[config.mk]
export PLATFORM = sky130hd
export DESIGN_NAME = instr_fetch_flat
export DESIGN_NICKNAME = d
export VERILOG_FILES = /design/src/rtl/rv32_pkg.sv /design/src/rtl/instr_fetch_if.sv /design/src/rtl/instr_type_dec.sv /design/src/rtl/instr_fetch.sv /design/src/flat_wrapper.sv
export SDC_FILE = /design/constraint.sdc
export NUM_CORES = 1
export LEC_CHECK = 0
export CORE_ASPECT_RATIO = 0.6
export CORE_MARGIN = 3
export CORE_UTILIZATION = 49
export DETAILED_ROUTE_END_ITERATION = 10
export HOLD_SLACK_MARGIN = 0.08
export PLACE_DENSITY_LB_ADDON = 0.3
export SYNTH_ARGS = -nofsm -noshare
export SYNTH_HDL_FRONTEND = slang
export SYNTH_SLANG_ARGS = --single-unit
[constraint.sdc]
create_clock -name clk_i -period 3.3 [get_ports clk_i]
set_clock_uncertainty 0.05 [all_clocks]
set_input_delay 0.33 -clock clk_i [delete_from_list [all_inputs] [get_ports clk_i]]
set_output_delay 0.33 -clock clk_i [all_outputs]
set_load 0.01 [all_outputs]
[src/rtl/rv32_pkg.sv]
// Shared RV32 decode constants: instruction type codes, opcodes, NOP and the
// fetch FSM state encoding used by the fetch stage and the control unit.
package rv32_pkg;

  typedef enum logic [2:0] {
    RTYPE   = 3'd0,
    ITYPE   = 3'd1,
    STYPE   = 3'd2,
    BTYPE   = 3'd3,
    UTYPE   = 3'd4,
    JTYPE   = 3'd5,
    ILLTYPE = 3'd7
  } instr_type_e;

  localparam logic [6:0] OPC_OP       = 7'b0110011;
  localparam logic [6:0] OPC_OP_IMM   = 7'b0010011;
  localparam logic [6:0] OPC_LOAD     = 7'b0000011;
  localparam logic [6:0] OPC_JALR     = 7'b1100111;
  localparam logic [6:0] OPC_SYSTEM   = 7'b1110011;
  localparam logic [6:0] OPC_MISC_MEM = 7'b0001111;
  localparam logic [6:0] OPC_STORE    = 7'b0100011;
  localparam logic [6:0] OPC_BRANCH   = 7'b1100011;
  localparam logic [6:0] OPC_LUI      = 7'b0110111;
  localparam logic [6:0] OPC_AUIPC    = 7'b0010111;
  localparam logic [6:0] OPC_JAL      = 7'b1101111;

  localparam logic [31:0] NOP_INSTR = 32'h0000_0013;

  typedef enum logic [1:0] {
    ST_START = 2'd0,
    ST_REQ   = 2'd1,
    ST_HOLD  = 2'd2,
    ST_FAULT = 2'd3
  } fetch_state_e;

  // Sequential fetch address; the 32-bit add wraps 32'hFFFF_FFFC to 0.
  function automatic logic [31:0] next_word_pc(input logic [31:0] pc);
    return pc + 32'd4;
  endfunction

endpackage

[src/rtl/instr_fetch_if.sv]
// Instruction memory request/acknowledge bus between the fetch stage (master)
// and instruction memory (slave). Request and address hold steady until ack.
interface instr_fetch_if;

  logic        imem_req_o;
  logic [31:0] imem_addr_o;
  logic        imem_ack_i;
  logic [31:0] imem_rdata_i;

  modport master (
    output imem_req_o,
    output imem_addr_o,
    input  imem_ack_i,
    input  imem_rdata_i
  );

  modport slave (
    input  imem_req_o,
    input  imem_addr_o,
    output imem_ack_i,
    output imem_rdata_i
  );

endinterface

[src/rtl/instr_type_dec.sv]
// Combinational opcode classifier producing the immediate-format type code;
// shared by the fetch stage and the control unit.
module instr_type_dec
  import rv32_pkg::*;
(
  input  logic [6:0] opcode_i,
  output logic [2:0] type_o
);

  always_comb begin
    type_o = ILLTYPE;
    case (opcode_i)
      OPC_OP:       type_o = RTYPE;
      OPC_OP_IMM,
      OPC_LOAD,
      OPC_JALR,
      OPC_SYSTEM,
      OPC_MISC_MEM: type_o = ITYPE;
      OPC_STORE:    type_o = STYPE;
      OPC_BRANCH:   type_o = BTYPE;
      OPC_LUI,
      OPC_AUIPC:    type_o = UTYPE;
      OPC_JAL:      type_o = JTYPE;
      default:      type_o = ILLTYPE;
    endcase
  end

endmodule

[src/rtl/instr_fetch.sv]
// Fetch stage: owns the PC, fetches over a variable-latency req/ack bus, holds
// the fetched word until the consumer takes it, and handles redirects/faults.
module instr_fetch
  import rv32_pkg::*;
#(
  parameter logic [31:0] RESET_PC = 32'h0000_0000
) (
  input  logic                 clk_i,
  input  logic                 rst_i,
  input  logic                 stall_i,
  input  logic                 redirect_i,
  input  logic [31:0]          redirect_pc_i,
  instr_fetch_if.master        imem,
  output logic [31:0]          instr_o,
  output logic [31:0]          pc_o,
  output logic [2:0]           type_o,
  output logic                 instr_vld_o,
  output logic                 misalign_o
);

  fetch_state_e r_state;
  fetch_state_e w_state_next;

  logic [31:0] r_fetch_pc,   w_fetch_pc_next;
  logic        r_redir_pend, w_redir_pend_next;
  logic [31:0] r_redir_pc,   w_redir_pc_next;
  logic        r_fault_pend, w_fault_pend_next;
  logic [31:0] r_instr,      w_instr_next;
  logic [31:0] r_pc,         w_pc_next;
  logic [2:0]  r_type,       w_type_next;
  logic        r_vld,        w_vld_next;
  logic        r_misalign,   w_misalign_next;

  logic [2:0]  w_rdata_type;
  logic        w_redir_ok;
  logic        w_redir_bad;

  instr_type_dec u_type_dec (
    .opcode_i (imem.imem_rdata_i[6:0]),
    .type_o   (w_rdata_type)
  );

  assign w_redir_bad = redirect_i && (redirect_pc_i[1:0] != 2'b00);
  assign w_redir_ok  = redirect_i && (redirect_pc_i[1:0] == 2'b00);

  assign imem.imem_req_o  = (r_state == ST_REQ);
  assign imem.imem_addr_o = r_fetch_pc;

  assign instr_o     = r_instr;
  assign pc_o        = r_pc;
  assign type_o      = r_type;
  assign instr_vld_o = r_vld;
  assign misalign_o  = r_misalign;

  always_ff @(posedge clk_i) begin
    if (rst_i) begin
      r_state      <= ST_START;
      r_fetch_pc   <= RESET_PC;
      r_redir_pend <= 1'b0;
      r_redir_pc   <= RESET_PC;
      r_fault_pend <= 1'b0;
      r_instr      <= NOP_INSTR;
      r_pc         <= RESET_PC;
      r_type       <= ITYPE;
      r_vld        <= 1'b0;
      r_misalign   <= 1'b0;
    end else begin
      r_state      <= w_state_next;
      r_fetch_pc   <= w_fetch_pc_next;
      r_redir_pend <= w_redir_pend_next;
      r_redir_pc   <= w_redir_pc_next;
      r_fault_pend <= w_fault_pend_next;
      r_instr      <= w_instr_next;
      r_pc         <= w_pc_next;
      r_type       <= w_type_next;
      r_vld        <= w_vld_next;
      r_misalign   <= w_misalign_next;
    end
  end

  always_comb begin
    w_state_next      = r_state;
    w_fetch_pc_next   = r_fetch_pc;
    w_redir_pend_next = r_redir_pend;
    w_redir_pc_next   = r_redir_pc;
    w_fault_pend_next = r_fault_pend;
    w_instr_next      = r_instr;
    w_pc_next         = r_pc;
    w_type_next       = r_type;
    w_vld_next        = r_vld;
    w_misalign_next   = r_misalign;

    case (r_state)
      ST_START: begin
        w_state_next = ST_REQ;
        if (w_redir_bad) begin
          w_misalign_next = 1'b1;
          w_state_next    = ST_FAULT;
        end else if (w_redir_ok) begin
          w_fetch_pc_next = redirect_pc_i;
        end
      end

      ST_REQ: begin
        if (imem.imem_ack_i) begin
          w_redir_pend_next = 1'b0;
          w_fault_pend_next = 1'b0;
          if (w_redir_bad) begin
            w_misalign_next = 1'b1;
            w_vld_next      = 1'b0;
            w_state_next    = ST_FAULT;
          end else if (w_redir_ok) begin
            w_fetch_pc_next = redirect_pc_i;
            w_misalign_next = 1'b0;
          end else if (r_fault_pend) begin
            w_state_next = ST_FAULT;
          end else if (r_redir_pend) begin
            w_fetch_pc_next = r_redir_pc;
          end else begin
            w_instr_next = imem.imem_rdata_i;
            w_pc_next    = r_fetch_pc;
            w_type_next  = w_rdata_type;
            w_vld_next   = 1'b1;
            w_state_next = ST_HOLD;
          end
        end else if (w_redir_bad) begin
          // The outstanding request must still complete before faulting.
          w_fault_pend_next = 1'b1;
          w_redir_pend_next = 1'b0;
          w_misalign_next   = 1'b1;
          w_vld_next        = 1'b0;
        end else if (w_redir_ok) begin
          // A later aligned redirect supersedes an earlier pending fault.
          w_redir_pend_next = 1'b1;
          w_redir_pc_next   = redirect_pc_i;
          w_fault_pend_next = 1'b0;
          w_misalign_next   = 1'b0;
        end
      end

      ST_HOLD: begin
        if (w_redir_bad) begin
          w_vld_next      = 1'b0;
          w_misalign_next = 1'b1;
          w_state_next    = ST_FAULT;
        end else if (w_redir_ok) begin
          w_vld_next      = 1'b0;
          w_fetch_pc_next = redirect_pc_i;
          w_state_next    = ST_REQ;
        end else if (!stall_i) begin
          w_vld_next      = 1'b0;
          w_fetch_pc_next = next_word_pc(r_pc);
          w_state_next    = ST_REQ;
        end
      end

      ST_FAULT: begin
        if (w_redir_ok) begin
          w_fetch_pc_next = redirect_pc_i;
          w_misalign_next = 1'b0;
          w_state_next    = ST_REQ;
        end
      end

      default: w_state_next = ST_START;
    endcase
  end

endmodule

[src/flat_wrapper.sv]
// flat-port wrapper written by rule: the top's interface ports become plain ports
module instr_fetch_flat import rv32_pkg::*;
#(
  parameter logic [31:0] RESET_PC = 32'h0000_0000
)
  (clk_i, rst_i, stall_i, redirect_i, redirect_pc_i, instr_o, pc_o, type_o, instr_vld_o, misalign_o, imem_imem_req_o, imem_imem_addr_o, imem_imem_ack_i, imem_imem_rdata_i);
  instr_fetch_if imem_i ();
  input  logic clk_i;
  input  logic rst_i;
  input  logic stall_i;
  input  logic redirect_i;
  input  logic [31:0] redirect_pc_i;
  output logic [31:0] instr_o;
  output logic [31:0] pc_o;
  output logic [2:0] type_o;
  output logic instr_vld_o;
  output logic misalign_o;
  output wire logic [$bits(imem_i.imem_req_o)-1:0] imem_imem_req_o;
  output wire logic [$bits(imem_i.imem_addr_o)-1:0] imem_imem_addr_o;
  input wire logic [$bits(imem_i.imem_ack_i)-1:0] imem_imem_ack_i;
  input wire logic [$bits(imem_i.imem_rdata_i)-1:0] imem_imem_rdata_i;
  assign imem_imem_req_o = imem_i.imem_req_o;
  assign imem_imem_addr_o = imem_i.imem_addr_o;
  assign imem_i.imem_ack_i = imem_imem_ack_i;
  assign imem_i.imem_rdata_i = imem_imem_rdata_i;
  instr_fetch #(.RESET_PC(RESET_PC)) u_core (.clk_i(clk_i), .rst_i(rst_i), .stall_i(stall_i), .redirect_i(redirect_i), .redirect_pc_i(redirect_pc_i), .imem(imem_i), .instr_o(instr_o), .pc_o(pc_o), .type_o(type_o), .instr_vld_o(instr_vld_o), .misalign_o(misalign_o));
endmodule
==> Word-level counts from Yosys, hierarchy flattened <==
Index checks and enable logic that the tools add are counted.
{ "totals": {"ff_bits": 137, "in_bits": 69} }
{ "classes": {"addsub": 1, "n_eq_ne": 29, "n_mux": 43, "n_bitwise": 5, "n_reduce_logical": 16} }
{ "ops": {"columns": ["operator", "n"], "rows": [
  ["$mux W32", 10],
  ["$pmux W32 S4", 1],
  ["$add A32 B3 Y32 const B", 1],
  ["$eq A7 B7 Y1 const B", 4],
  ["$eq A7 B6 Y1 const B", 3],
  ["$mux W2", 10],
  ["$mux W1", 18],
  ["$pmux W3 S6", 1],
  ["$eq A7 B5 Y1 const B", 2],
  ["$ne A3 B3 Y1 const B", 4],
  ["$reduce_and A6 Y1", 2],
  ["$pmux W2 S4", 1],
  ["$eq A7 B2 Y1 const B", 1],
  ["$eq A7 B4 Y1 const B", 1],
  ["$reduce_and A7 Y1", 1],
  ["$ne A2 B1 Y1 const B", 3],
  ["$ne A2 B2 Y1 const B", 3],
  ["$ne A3 B1 Y1 const B", 2],
  ["$not A1 Y1", 5],
  ["$reduce_and A5 Y1", 1],
  ["$reduce_or A5 Y1", 1],
  ["$eq A2 B2 Y1 const B", 2],
  ["$logic_not A2 Y1", 2],
  ["$ne A4 B2 Y1 const B", 1],
  ["11 further kinds", 14]
]} }

==> Longest topological paths before layout <==
{ "logic_depth": {"word_depth": 6, "depth_mapped": 9, "ltp_nobuf": 7} }

==> Hierarchy <==
A second synthesis with hierarchy kept.
{ "hier_totals": {"hier_cells": 840, "hier_area_um2": 6338.6} }
{ "by_module_without_submodules": {"columns": ["mod", "instances", "cells_per_inst", "area_each_um2"], "rows": [
  ["instr_fetch", 1, 822, 6221.0],
  ["instr_type_dec", 1, 18, 117.6]
]} }

==> Worst setup path before layout <==
OpenSTA, ideal clock, no wires.
{ "synth_path": {"kind": "register to register", "from": "register u_core.r_pc[2], in the netlist u_core.pc_o[2]", "to": "register u_core.r_fetch_pc[24], in the netlist u_core.imem.imem_addr_o[24]", "setup_time_ns": 0.136, "arrival_time_ns": 2.264, "path_slack_ns": 0.850, "path_stages_with_launch": 8, "cell_sequence": "dfxtp_1 > ha_1 > nand4_4 > or4_4 > buf_6 > o31a_1 > a2111oi_0 > o32ai_1"} }
{ "synth_via": {"elab_chain_len": 5} }
{ "synth_rtl": {"columns": ["element", "line_no", "rtl"], "rows": [
  ["from (decl)", "instr_fetch.sv:29", "logic [31:0] r_pc, w_pc_next;"],
  ["from (signal assigned)", "instr_fetch.sv:74", "r_pc <= w_pc_next;"],
  ["$add A32 B3 Y32", "rv32_pkg.sv:38", "return pc + 32'd4;"],
  ["$mux W32", "instr_fetch.sv:150", "end else if (!stall_i) begin"],
  ["$mux W32", "instr_fetch.sv:146", "end else if (w_redir_ok) begin"],
  ["$mux W32", "instr_fetch.sv:142", "if (w_redir_bad) begin"],
  ["$pmux W32 S4", "instr_fetch.sv:93", "case (r_state)"],
  ["to (signal assigned)", "instr_fetch.sv:69", "r_fetch_pc <= w_fetch_pc_next;"],
  ["to (decl)", "instr_fetch.sv:24", "logic [31:0] r_fetch_pc, w_fetch_pc_next;"]
]} }
Every way passes these cells. The select of a mux whose other input is x is not followed.
A chain may end at the register's enable or synchronous reset.

==> Worst setup path after layout <==
{ "layout_path": {"from": "register u_core.r_state[1]", "to": "register u_core.r_fetch_pc[31], in the netlist u_core.imem.imem_addr_o[31]"} }
{ "layout_via": {"elab_chain_len": 3} }
{ "layout_rtl": {"columns": ["element", "line_no", "rtl"], "rows": [
  ["from (decl)", "instr_fetch.sv:21", "fetch_state_e r_state;"],
  ["from (signal assigned)", "instr_fetch.sv:68", "r_state <= w_state_next;"],
  ["$eq A2 B1 Y1 (tied with other cells)", "instr_fetch.sv:93", null],
  ["$ne A3 B1 Y1 (no line) (tied with other cells)", null, null],
  ["$reduce_and A7 Y1 (no line)", null, null]
]} }
Parallel ways exist; a longest one is shown, timed or not.

==> results.sh <==
export IMPL_crit_path_max_fanout=44
export IMPL_holdWs_ns=0.105
export IMPL_met3_length_um=2400
export IMPL_cp_capture_type="flip-flop"
export IMPL_grt_resource_usage_total=0.285
export IMPL_synthesized_cell_area_um2=6360
export IMPL_finalHoldViolCount=0
export IMPL_seq_area_frac_synth=0.431
export IMPL_antennaDiodeCount=0
export IMPL_worstPathRequired_ns=3.57
export IMPL_detailroute_via_count=6768
export IMPL_finalNonFillerCells=1157
export IMPL_synth_area_top_cells="sky130_fd_sc_hd__dfxtp_1, sky130_fd_sc_hd__nand2_1, sky130_fd_sc_hd__a21oi_1, sky130_fd_sc_hd__clkbuf_1, sky130_fd_sc_hd__o21ai_0"
export IMPL_timing_slew_headroom=0.542
export IMPL_hp_start="rst_i"
export IMPL_hold_path_class="in2reg"
export IMPL_crit_chain="inv_1 -> ha_1 -> buf_4 -> nor3b_1 -> a311oi_1 -> nor2_2 -> nand2_1 -> o32ai_1"
export IMPL_grt_pass1_vias=6116
export IMPL_synth_cells=827
export IMPL_post_cts_repair_setup_buffers=0
export IMPL_synth_seq_cells=137
export IMPL_synthDominantAreaCellType="sky130_fd_sc_hd__dfxtp_1"
export IMPL_timing_max_transition_violations_final=0
export IMPL_dp_hpwl_um=14400
export IMPL_dieArea_um2=14400
export IMPL_final_layout_size_suffix_gt1_frac=0.0685
export IMPL_post_cts_hold_buffer_count=0
export IMPL_synth_net_count=902
export IMPL_synth_main_ff_cell="sky130_fd_sc_hd__dfxtp_1"
export IMPL_first_pass_grt_wire_length_um=32900
export IMPL_nNetsFinal=1055
export IMPL_ys_warn_count=0
export IMPL_cts_max_level=4
export IMPL_synth_async_reset_ratio=0
export IMPL_met2_routed_wirelength_um=8800
export IMPL_areal_power_density_over_the_cells_nw_per_um2=575
export IMPL_post_syn_area_per_cell_um2=7.69
export IMPL_coreArea_um2=12400
export IMPL_cts_clk_slew_worst_paths_ns=0.06
export IMPL_final_antenna_net_count=0
export IMPL_outcome="completed"
export IMPL_dp_cells=1126
export IMPL_r2r_start="u_core.r_state[1]$_SDFFE_PP0P_"
export IMPL_fin_crit_sh=0.844
export IMPL_critPathLaunch="u_core.r_state[1]$_SDFFE_PP0P_"
export IMPL_highest_layer="met4"
export IMPL_clockRootBuffer="sky130_fd_sc_hd__clkbuf_16"
export IMPL_total_leakage_power_nw=2.99
export IMPL_cp_start_kind="flip-flop"
export IMPL_placement_rows=31
export IMPL_cp_buffers_inverters=2
export IMPL_timing_setup_critical_path_class="reg2reg"
export IMPL_cp_arrival_ns=3.06
export IMPL_synth_enable_flop_cells=0
export IMPL_clock_sinks=137
export IMPL_post_synth_num_cell_types=64
export IMPL_grt_start_max_net_pins=59
export IMPL_number_of_iterations_in_the_first_detailed_routing_pass=5
export IMPL_crit_path_max_incr_delay_ns=0.60
export IMPL_grt_setup_unrepaired="no"
export IMPL_synthToLayoutAreaGrowth_pct=38.1
export IMPL_cts_tree="yes"
export IMPL_clk_insertion_delay_late_ns=0.42
export IMPL_max_slew_worst_pin_slew_ns=0.686
export IMPL_dieHeight_um=94.3
export IMPL_initial_core_util=0.514
export IMPL_buffer_ports_inserted=170
export IMPL_top_level_ports=171
export IMPL_clockBufferDepth=2
export IMPL_filler_cell_count=980
export IMPL_globalplace_congestion=0.923
export IMPL_die_w_um=153
export IMPL_drcViolationCount=0
export IMPL_first_drt_iteration_drcs=746
export IMPL_vdd_ir_drop_max_uv=295
export IMPL_max_cap_viol_count=0
export IMPL_avgRoutedWirePerCell_um=18.3
export IMPL_cts_buffer_count=17
export IMPL_critical_path_slowest_cell="sky130_fd_sc_hd__nor2_2"
export IMPL_antenna_violations_before_repair=0
export IMPL_max_freq_mhz=359
export IMPL_final_critical_path_setup_slack_ns=0.515
export IMPL_grt_ovfl_total=0
export IMPL_route_final_wire_length_um=21200
export IMPL_setup_violations=0
export IMPL_setup_tns_ns=0
export IMPL_wirelength_met1_um=9790
export IMPL_critPathTopFamily="simple AND/OR/NAND/NOR gates"
export IMPL_pre_cts_slack_ns=0.440
export IMPL_final_min_clock_period_ns=2.79
export IMPL_yosysTopAreaCellShare=0.431
export IMPL_cts_resized=0
export IMPL_avgViaCountPerCell=5.85
## worst paths after layout
kind	endpoint	cells past startpoint	slack, ns
setup / recovery	u_core.imem.imem_addr_o[31]$_SDFFE_PP0P_	8	0.51
hold reg to reg	u_core.instr_o[2]$_SDFFE_PP0P_	2	0.40
setup reg to reg	u_core.imem.imem_addr_o[31]$_SDFFE_PP0P_	8	0.51
hold / removal	u_core.pc_o[1]$_SDFFE_PP0P_	2	0.11
## through the flow
step / utilization / instance area, um2 / power (mW)
2_1_floorplan: - / 6360 / 2.54
3_3_place_gp: 0.660 / 8170 / 3.02
3_5_place_dp: 0.660 / 8170 / 3.03
4_1_cts: 0.710 / 8790 / 5.03
5_1_grt: 0.710 / 8790 / 5.23
6_report: 0.710 / 8790 / 5.05
## flip-flops by register name (all words and copies together), names as in the netlist, named ones only
signal / cells
u_core.type_o: 3
u_core.imem.imem_addr_o: 32
u_core.instr_o: 32
u_core.pc_o: 32
u_core.r_state: 2
u_core.r_fault_pend: 1
u_core.r_redir_pend: 1
u_core.instr_vld_o: 1
u_core.r_redir_pc: 32
## cells in the final DEF (no fill, tap or decap), drive strengths merged, types with 7 or more instances in the layout
cell / synthesis / layout
dfxtp: 137 / 137
o21ai: 32 / 32
nor2: 33 / 33
clkdlybuf4s50: 0 / 169
nand4: 12 / 12
nand2: 245 / 245
clkbuf: 44 / 19
inv: 14 / 14
and3: 8 / 8
a21oi: 103 / 103
xor2: 7 / 7
nor3: 22 / 22
a222oi: 7 / 7
nand3: 21 / 21
a221oi: 13 / 13
a211oi: 10 / 10
buf: 15 / 24
## Yosys cell counts, drive strengths merged (4+ instances only)
library cell,n
a222oi,7
nor2,33
mux2i,6
xnor2,5
o32ai,5
or4,6
a21oi,103
nand2,245
and3,8
nand2b,4
o211ai,6
dfxtp,137
clkbuf,44
inv,14
ha,6
nor3b,5
o21ai,32
a31oi,5
nand4,12
nand3b,6
a221oi,13
nand3,21
buf,15
nor4,5
xor2,7
a211oi,10
nor3,22
## routing by layer
metal | track usage | vias to the layer above
met3 | 0.0653 | 20
met2 | 0.403 | 419
met5 | 0 | -
met4 | 0.0719 | 0
met1 | 0.433 | 3114
li1 | - | 3215
## area by class of cell
class                   instances  area [um2]  share of cell area
flip-flops and latches        137        2740               0.312
clock buffers                  19         443              0.0504
multi-input cells             617        3280               0.374
inverters                      14        52.6             0.00598
clock inverters                12         175              0.0199
well taps                     165         206              0.0235
repair buffers                193        1880               0.214
## cell families (layout without fill, tap and decap cells)
kind of cell | Yosys count | after routing | share of synthesized area
XOR/XNOR | 12 | 12 | 0.0165
multiplexers | 6 | 6 | 0.00944
AND/OR/NAND/NOR | 380 | 380 | 0.268
flip-flops | 137 | 137 | 0.431
buffers and inverters | 73 | 238 | 0.0543
AO/OA/AOI/OAI | 213 | 213 | 0.209
adder cells (fa/ha/maj) | 6 | 6 | 0.0118
## power breakdown
group          total, mW  switching, mW  internal [mW]
sequential          1.84         0.0893           1.75
clock               2.01          0.733           1.28
combinational       1.20          0.702          0.498
Note: power is estimated with default switching activity, not from simulation.
